### config.mk
export PLATFORM = sky130hd
export DESIGN_NAME = mem_bus_monitor_flat
export DESIGN_NICKNAME = d
export VERILOG_FILES = /design/src/rtl/mem_mon_pkg.sv /design/src/rtl/mem_bus_monitor_if.sv /design/src/rtl/mem_mon_trace_buf.sv /design/src/rtl/mem_bus_monitor.sv /design/src/flat_wrapper.sv
export SDC_FILE = /design/constraint.sdc
export NUM_CORES = 2
export LEC_CHECK = 0
export CORE_MARGIN = 2
export CORE_UTILIZATION = 40
export CTS_CLUSTER_SIZE = 30
export DETAILED_ROUTE_END_ITERATION = 10
export PLACE_DENSITY = 0.72
export SYNTH_ARGS = -nofsm -noshare
export SYNTH_HDL_FRONTEND = slang
export SYNTH_SLANG_ARGS = --single-unit
export TNS_END_PERCENT = 100
### constraint.sdc
create_clock -name clk -period 3.4 [get_ports clk]
set_input_delay 0.34 -clock clk [delete_from_list [all_inputs] [get_ports clk]]
set_output_delay 0.34 -clock clk [all_outputs]
set_load 0.01 [all_outputs]
### src/rtl/mem_mon_pkg.sv
// Shared types for the memory bus monitor: run-state and fail-cause encodings
// plus the packed trace entry stored by the ring buffer.
package mem_mon_pkg;

  typedef enum logic [1:0] {
    ST_IDLE = 2'd0,
    ST_RUN  = 2'd1,
    ST_PASS = 2'd2,
    ST_FAIL = 2'd3
  } mon_state_t;

  typedef enum logic [1:0] {
    CAUSE_NONE    = 2'd0,
    CAUSE_TRAP    = 2'd1,
    CAUSE_STALL   = 2'd2,
    CAUSE_TIMEOUT = 2'd3
  } fail_cause_t;

  // Trace entry field widths; the monitor's ADDR_W/DATA_W may not exceed these.
  localparam int unsigned MON_ADDR_W = 32;
  localparam int unsigned MON_DATA_W = 32;

  typedef struct packed {
    logic                  wr;
    logic [MON_ADDR_W-1:0] addr;
    logic [MON_DATA_W-1:0] data;
  } trace_entry_t;

endpackage

### src/rtl/mem_bus_monitor_if.sv
// CPU native memory bus plus the core trap line.
// Handshake: a transfer completes on every clock edge where mem_valid && mem_ready;
// the master holds mem_addr/mem_wdata/mem_wstrb stable while mem_valid is high and
// not yet accepted; mem_wstrb == 0 marks a read whose data is mem_rdata.
interface mem_bus_monitor_if #(
  parameter int ADDR_W = 32,
  parameter int DATA_W = 32
);
  logic              mem_valid;
  logic              mem_ready;
  logic [ADDR_W-1:0] mem_addr;
  logic [DATA_W-1:0] mem_wdata;
  logic [DATA_W/8-1:0] mem_wstrb;
  logic [DATA_W-1:0] mem_rdata;
  logic              trap;

  modport master (
    output mem_valid, mem_addr, mem_wdata, mem_wstrb, trap,
    input  mem_ready, mem_rdata
  );

  modport slave (
    input  mem_valid, mem_addr, mem_wdata, mem_wstrb,
    output mem_ready, mem_rdata
  );

  modport monitor (
    input mem_valid, mem_ready, mem_addr, mem_wdata, mem_wstrb, mem_rdata, trap
  );
endinterface

### src/rtl/mem_mon_trace_buf.sv
// Ring buffer of the most recent bus transfers with a registered,
// newest-relative indexed read port.
module mem_mon_trace_buf
  import mem_mon_pkg::*;
#(
  parameter  int DEPTH = 8,
  localparam int IDX_W = $clog2(DEPTH)
) (
  input  logic             clk,
  input  logic             rst,
  input  logic             we,
  input  trace_entry_t     wentry,
  input  logic [IDX_W-1:0] rd_idx,
  output logic             rd_valid,
  output trace_entry_t     rd_entry
);

  localparam int CNT_BITS = IDX_W + 1;
  localparam logic [CNT_BITS-1:0] FULL = CNT_BITS'(DEPTH);

  trace_entry_t          ring [DEPTH];
  logic [IDX_W-1:0]      wptr;
  logic [CNT_BITS-1:0]   count;
  logic [IDX_W-1:0]      rd_phys;

  // DEPTH is a power of two, so pointer arithmetic wraps for free.
  assign rd_phys = wptr - IDX_W'(1) - rd_idx;

  always_ff @(posedge clk) begin
    if (rst) begin
      for (int i = 0; i < DEPTH; i++) ring[i] <= '0;
      wptr     <= '0;
      count    <= '0;
      rd_valid <= 1'b0;
      rd_entry <= '0;
    end else begin
      if (we) begin
        ring[wptr] <= wentry;
        wptr       <= wptr + IDX_W'(1);
        if (count != FULL) count <= count + CNT_BITS'(1);
      end
      // Non-blocking read sees pre-write contents on a same-entry collision.
      rd_valid <= ({1'b0, rd_idx} < count);
      rd_entry <= ring[rd_phys];
    end
  end

endmodule

### src/rtl/mem_bus_monitor.sv
// Bus monitor: IDLE/RUN/PASS/FAIL run tracker with saturating counters,
// prioritised exit detection and a trace of recent transfers.
module mem_bus_monitor
  import mem_mon_pkg::*;
#(
  parameter  int              ADDR_W      = 32,
  parameter  int              DATA_W      = 32,
  parameter  logic [ADDR_W-1:0] DONE_ADDR = 32'h0000_0010,
  parameter  int              TIMEOUT_CYC = 1_000_000,
  parameter  int              STALL_MAX   = 1024,
  parameter  int              CNT_W       = 32,
  parameter  int              TRACE_DEPTH = 8,
  localparam int              IDX_W       = $clog2(TRACE_DEPTH)
) (
  input  logic               clk,
  input  logic               rst,
  input  logic               mon_en,
  mem_bus_monitor_if.monitor bus,
  output logic [1:0]         state,
  output logic [1:0]         fail_cause,
  output logic [DATA_W-1:0]  result,
  output logic [CNT_W-1:0]   cycle_cnt,
  output logic [CNT_W-1:0]   rd_cnt,
  output logic [CNT_W-1:0]   wr_cnt,
  output logic [CNT_W-1:0]   stall_cnt,
  input  logic [IDX_W-1:0]   trace_idx,
  output logic               trace_valid,
  output logic               trace_wr,
  output logic [ADDR_W-1:0]  trace_addr,
  output logic [DATA_W-1:0]  trace_data
);

  mon_state_t   st;
  fail_cause_t  cause;
  logic [CNT_W-1:0] stall_run;

  logic xfer, is_wr, stall, in_run;
  logic stall_hit, done_hit, timeout_hit;
  trace_entry_t wentry, rd_entry;

  function automatic logic [CNT_W-1:0] sat_inc(input logic [CNT_W-1:0] v);
    return (v == '1) ? v : v + CNT_W'(1);
  endfunction

  assign in_run = (st == ST_RUN);
  assign xfer   = bus.mem_valid && bus.mem_ready;
  assign is_wr  = |bus.mem_wstrb;
  assign stall  = bus.mem_valid && !bus.mem_ready;

  // stall_run counts prior stall cycles, so this fires on the STALL_MAX-th stall.
  assign stall_hit   = stall && (stall_run == CNT_W'(STALL_MAX - 1));
  assign done_hit    = xfer && is_wr && (bus.mem_addr == DONE_ADDR);
  assign timeout_hit = (cycle_cnt == CNT_W'(TIMEOUT_CYC - 1));

  always_ff @(posedge clk) begin
    if (rst) begin
      st        <= ST_IDLE;
      cause     <= CAUSE_NONE;
      result    <= '0;
      cycle_cnt <= '0;
      rd_cnt    <= '0;
      wr_cnt    <= '0;
      stall_cnt <= '0;
      stall_run <= '0;
    end else begin
      case (st)
        ST_IDLE: begin
          if (mon_en) begin
            st        <= ST_RUN;
            cycle_cnt <= '0;
            rd_cnt    <= '0;
            wr_cnt    <= '0;
            stall_cnt <= '0;
            stall_run <= '0;
          end
        end
        ST_RUN: begin
          cycle_cnt <= sat_inc(cycle_cnt);
          if (xfer && is_wr)  wr_cnt <= sat_inc(wr_cnt);
          if (xfer && !is_wr) rd_cnt <= sat_inc(rd_cnt);
          if (stall) begin
            stall_cnt <= sat_inc(stall_cnt);
            stall_run <= sat_inc(stall_run);
          end else begin
            stall_run <= '0;
          end
          if (bus.trap) begin
            st    <= ST_FAIL;
            cause <= CAUSE_TRAP;
          end else if (stall_hit) begin
            st    <= ST_FAIL;
            cause <= CAUSE_STALL;
          end else if (done_hit) begin
            st     <= ST_PASS;
            result <= bus.mem_wdata;
          end else if (timeout_hit) begin
            st    <= ST_FAIL;
            cause <= CAUSE_TIMEOUT;
          end
        end
        default: ; // PASS and FAIL are terminal until reset
      endcase
    end
  end

  assign state      = st;
  assign fail_cause = cause;

  assign wentry = '{wr:   is_wr,
                    addr: MON_ADDR_W'(bus.mem_addr),
                    data: is_wr ? MON_DATA_W'(bus.mem_wdata) : MON_DATA_W'(bus.mem_rdata)};

  mem_mon_trace_buf #(.DEPTH(TRACE_DEPTH)) u_trace (
    .clk      (clk),
    .rst      (rst),
    .we       (in_run && xfer),
    .wentry   (wentry),
    .rd_idx   (trace_idx),
    .rd_valid (trace_valid),
    .rd_entry (rd_entry)
  );

  assign trace_wr   = rd_entry.wr;
  assign trace_addr = ADDR_W'(rd_entry.addr);
  assign trace_data = DATA_W'(rd_entry.data);

endmodule

### src/flat_wrapper.sv
// flat-port wrapper written by rule: the top's interface ports become plain ports
module mem_bus_monitor_flat import mem_mon_pkg::*;
#(
  parameter  int              ADDR_W      = 32,
  parameter  int              DATA_W      = 32,
  parameter  logic [ADDR_W-1:0] DONE_ADDR = 32'h0000_0010,
  parameter  int              TIMEOUT_CYC = 1_000_000,
  parameter  int              STALL_MAX   = 1024,
  parameter  int              CNT_W       = 32,
  parameter  int              TRACE_DEPTH = 8,
  localparam int              IDX_W       = $clog2(TRACE_DEPTH)
)
  (clk, rst, mon_en, state, fail_cause, result, cycle_cnt, rd_cnt, wr_cnt, stall_cnt, trace_idx, trace_valid, trace_wr, trace_addr, trace_data, bus_mem_valid, bus_mem_ready, bus_mem_addr, bus_mem_wdata, bus_mem_wstrb, bus_mem_rdata, bus_trap);
  mem_bus_monitor_if #(.ADDR_W(ADDR_W), .DATA_W(DATA_W)) bus_i ();
  input  logic clk;
  input  logic rst;
  input  logic mon_en;
  output logic [1:0] state;
  output logic [1:0] fail_cause;
  output logic [DATA_W-1:0] result;
  output logic [CNT_W-1:0] cycle_cnt;
  output logic [CNT_W-1:0] rd_cnt;
  output logic [CNT_W-1:0] wr_cnt;
  output logic [CNT_W-1:0] stall_cnt;
  input  logic [IDX_W-1:0] trace_idx;
  output logic trace_valid;
  output logic trace_wr;
  output logic [ADDR_W-1:0] trace_addr;
  output logic [DATA_W-1:0] trace_data;
  input wire logic [$bits(bus_i.mem_valid)-1:0] bus_mem_valid;
  input wire logic [$bits(bus_i.mem_ready)-1:0] bus_mem_ready;
  input wire logic [$bits(bus_i.mem_addr)-1:0] bus_mem_addr;
  input wire logic [$bits(bus_i.mem_wdata)-1:0] bus_mem_wdata;
  input wire logic [$bits(bus_i.mem_wstrb)-1:0] bus_mem_wstrb;
  input wire logic [$bits(bus_i.mem_rdata)-1:0] bus_mem_rdata;
  input wire logic [$bits(bus_i.trap)-1:0] bus_trap;
  assign bus_i.mem_valid = bus_mem_valid;
  assign bus_i.mem_ready = bus_mem_ready;
  assign bus_i.mem_addr = bus_mem_addr;
  assign bus_i.mem_wdata = bus_mem_wdata;
  assign bus_i.mem_wstrb = bus_mem_wstrb;
  assign bus_i.mem_rdata = bus_mem_rdata;
  assign bus_i.trap = bus_trap;
  mem_bus_monitor #(.ADDR_W(ADDR_W), .DATA_W(DATA_W), .DONE_ADDR(DONE_ADDR), .TIMEOUT_CYC(TIMEOUT_CYC), .STALL_MAX(STALL_MAX), .CNT_W(CNT_W), .TRACE_DEPTH(TRACE_DEPTH)) u_core (.clk(clk), .rst(rst), .mon_en(mon_en), .bus(bus_i), .state(state), .fail_cause(fail_cause), .result(result), .cycle_cnt(cycle_cnt), .rd_cnt(rd_cnt), .wr_cnt(wr_cnt), .stall_cnt(stall_cnt), .trace_idx(trace_idx), .trace_valid(trace_valid), .trace_wr(trace_wr), .trace_addr(trace_addr), .trace_data(trace_data));
endmodule
==> flow_metrics.env <==
export IMPL_ys_ff_latch=789
export IMPL_power_density_nw_per_um2=507
export IMPL_postCtsSetupBuffers=0
export IMPL_synth_area_um2=34100
export IMPL_synth_edf_count=520
export IMPL_cts_root_buf="clkbuf_16"
export IMPL_syn_area_per_cell_um2=12.4
export IMPL_ir_drop_uv=376
export IMPL_die_h_um=296
export IMPL_antenna_found_initial=3
export IMPL_max_slew_margin_pct=26.5
export IMPL_skew_ns=0.0229
export IMPL_cp_data_required_time_ns=3.87
export IMPL_end_kind="flop"
export IMPL_finalSetupViolCount=0
export IMPL_fin_crit_ns=3.14
export IMPL_hold_violations=0
export IMPL_regArea_um2=21000
export IMPL_synthCells=2763
export IMPL_slowest_stage="nor4_1"
export IMPL_grt_start_max_net_pins=97
export IMPL_cp_start_kind="primary input"
export IMPL_grt_overflow=0
export IMPL_synth_net_count=2884
export IMPL_seq_area_frac_synth_pct=61.5
export IMPL_drcViolationCount=0
export IMPL_tightest_slew_ns=1.09
export IMPL_multi_input_area_um2=12500
export IMPL_fill_cells=7310
export IMPL_cp_arrival_ns=3.62
export IMPL_holdWs_ns=0.154
export IMPL_clk_pin_slew_ns=0.06
export IMPL_die_w_um=296
export IMPL_cts_sinks=789
export IMPL_die_area_um2=87700
export IMPL_grt_pass1_vias=24200
export IMPL_max_stage_delay_ns=0.69
export IMPL_fp_coreArea_um2=84900
export IMPL_synth_distinct_cells=74
export IMPL_portBuffers=338
export IMPL_finalWirelength_um=96400
export IMPL_h_tree_depth=3
export IMPL_yosys_area_top_type_share_pct=45.7
export IMPL_async_reset_ff_share_pct=0
export IMPL_cts_hold_buf=0
export IMPL_rows=107
export IMPL_yosysMostFrequentCell="edfxtp_1"
export IMPL_hold_path_class="primary input to flop"
export IMPL_layout_nets=3255
export IMPL_first_iter_violations=2048
export IMPL_slew_viol_final=0
export IMPL_grt_pass1_wl_um=145000
export IMPL_path_buf_inv=3
export IMPL_final_cells=4349
export IMPL_cts_max_path_buffers=3
export IMPL_place_inst=4191
export IMPL_place_area_um2=39700
export IMPL_dr_pass1_iters=7
export IMPL_synth_common_cells="edfxtp_1, nor2_1, dfxtp_1"
export IMPL_initial_core_util_pct=40.2
export IMPL_worstPathMaxFanout=32
export IMPL_cts_tree="done"
export IMPL_synth_flop_cell="edfxtp_1"
export IMPL_crit_chain="clkdlybuf4s50_1, nor4_1, nand4_1, buf_4, or4_4, or3_1, buf_12, nand2_1, a21oi_1"
export IMPL_vias_per_cell=5.62
export IMPL_power_total_w=0.0216
export IMPL_layout_drive_gt1_share_pct=14.4
export IMPL_worst_setup_path_type="primary input to flop"
export IMPL_insertion_delay_ns=0.65
export IMPL_ys_warn_count=0
export IMPL_ioPinCount=339
export IMPL_clock_fmax_ghz=0.318
export IMPL_grt_usage_pct=21.7
export IMPL_synth_top_area_cell="edfxtp_1"
export IMPL_syn2layout_area_growth_pct=24.5
export IMPL_ant_nets=0
export IMPL_maxCapViolations=0
export IMPL_status="finished, final reports clean"
export IMPL_yosys_top_cells_area="edfxtp_1, dfxtp_1, mux4_2"
export IMPL_post_cts_resized=0
export IMPL_vias=24400
export IMPL_cts_made_buffers=85
export IMPL_power_leakage_nw=15.3
export IMPL_dp_hpwl_um=59200
export IMPL_fin_crit_sh_pct=92.4
export IMPL_design_area_um2=42500
export IMPL_avgRoutedWirePerCell_um=22.2
export IMPL_rsz0062_at_grt="no"
export IMPL_gp_congestion=0.850
export IMPL_cpLargestDelayFamily="simple AND/OR/NAND/NOR gates"
-- kinds of logic after synthesis --
| kind of cell | after synthesis | synth area share [%] |
|---|---|---|
| muxes | 166 | 9.63 |
| buffers and inverters | 202 | 2.36 |
| adders and majority gates | 12 | 0.462 |
| and+or+nand+nor | 1174 | 17.5 |
| DFF | 789 | 61.5 |
| AOI/OAI and AO/OA | 364 | 7.11 |
| xor gates and xnor gates | 56 | 1.44 |
-- where the power goes --
| group | internal, W | switching, W | total, W |
|---|---|---|---|
| Clock | 0.00528 | 0.00391 | 0.00919 |
| Combinational | 0.000811 | 0.000933 | 0.00174 |
| Sequential | 0.0105 | 0.000124 | 0.0106 |
-- registers in the layout (all words and copies together), names as in the netlist, 2 cells and up --
name / flops
u_core.u_trace.ring: 520
u_core.u_trace.rd_entry: 65
u_core.cycle_cnt: 32
u_core.rd_cnt: 32
u_core.result: 32
u_core.stall_cnt: 32
u_core.stall_run: 32
u_core.wr_cnt: 32
u_core.u_trace.count: 4
u_core.u_trace.wptr: 3
u_core.fail_cause: 2
u_core.state: 2
-- metrics by stage --
stage / setup slack [ns] / TNS [ns] / util, %
2_1_floorplan: -0.162 / -57.09 / -
3_3_place_gp: -0.347 / -10.73 / 46.8
3_5_place_dp: -0.377 / -11.77 / 46.8
4_1_cts: 0.295 / 0 / 50.1
5_1_grt: 0.246 / 0 / 50.1
6_report: 0.258 / 0 / 50.1
-- final cells by class --
type | count | area share (%)
Timing Repair Buffer | 471 | 11.2
Sequential cell | 789 | 49.4
Antenna cell | 1 | 0.00589
Clock inverter | 39 | 0.948
Tap cell | 1144 | 3.37
Clock buffer | 118 | 5.56
Inverter | 15 | 0.132
Multi-Input combinational cell | 1772 | 29.4
-- worst paths after layout --
kind                     from                      end  slack (ns)  cells after the start
max          bus_mem_addr[27]        u_core.result[18]        0.26                      9
min                       rst  u_core.u_trace.count[0]        0.15                      2
max reg2reg  u_core.wr_cnt[1]        u_core.wr_cnt[24]        0.58                      7
min reg2reg  u_core.result[7]         u_core.result[7]        0.45                      2
-- routing by layer --
layer / GRT usage (%) / vias to the layer above / wire, um
li1: - / 11200 / -
met1: 28.6 / 12200 / 39400
met2: 36.4 / 962 / 47400
met3: 3.95 / 155 / 7290
met4: 6.61 / 0 / 2390
met5: 0 / - / 0
-- layout by cell type (no fill, tap or decap), drive strengths merged, types with 47 or more instances in the layout --
cell,Yosys,final
a22o,65,65
edfxtp,520,520
nor2,426,426
and3,223,223
mux4,130,130
o21ai,56,56
nand4,51,51
clkdlybuf4s50,0,337
nor3,47,47
nand2,157,157
dfxtp,269,269
buf,32,134
nand3,79,79
a21oi,133,133
and2,72,72
clkbuf,155,118
Power figures use the tool's default switching activity.
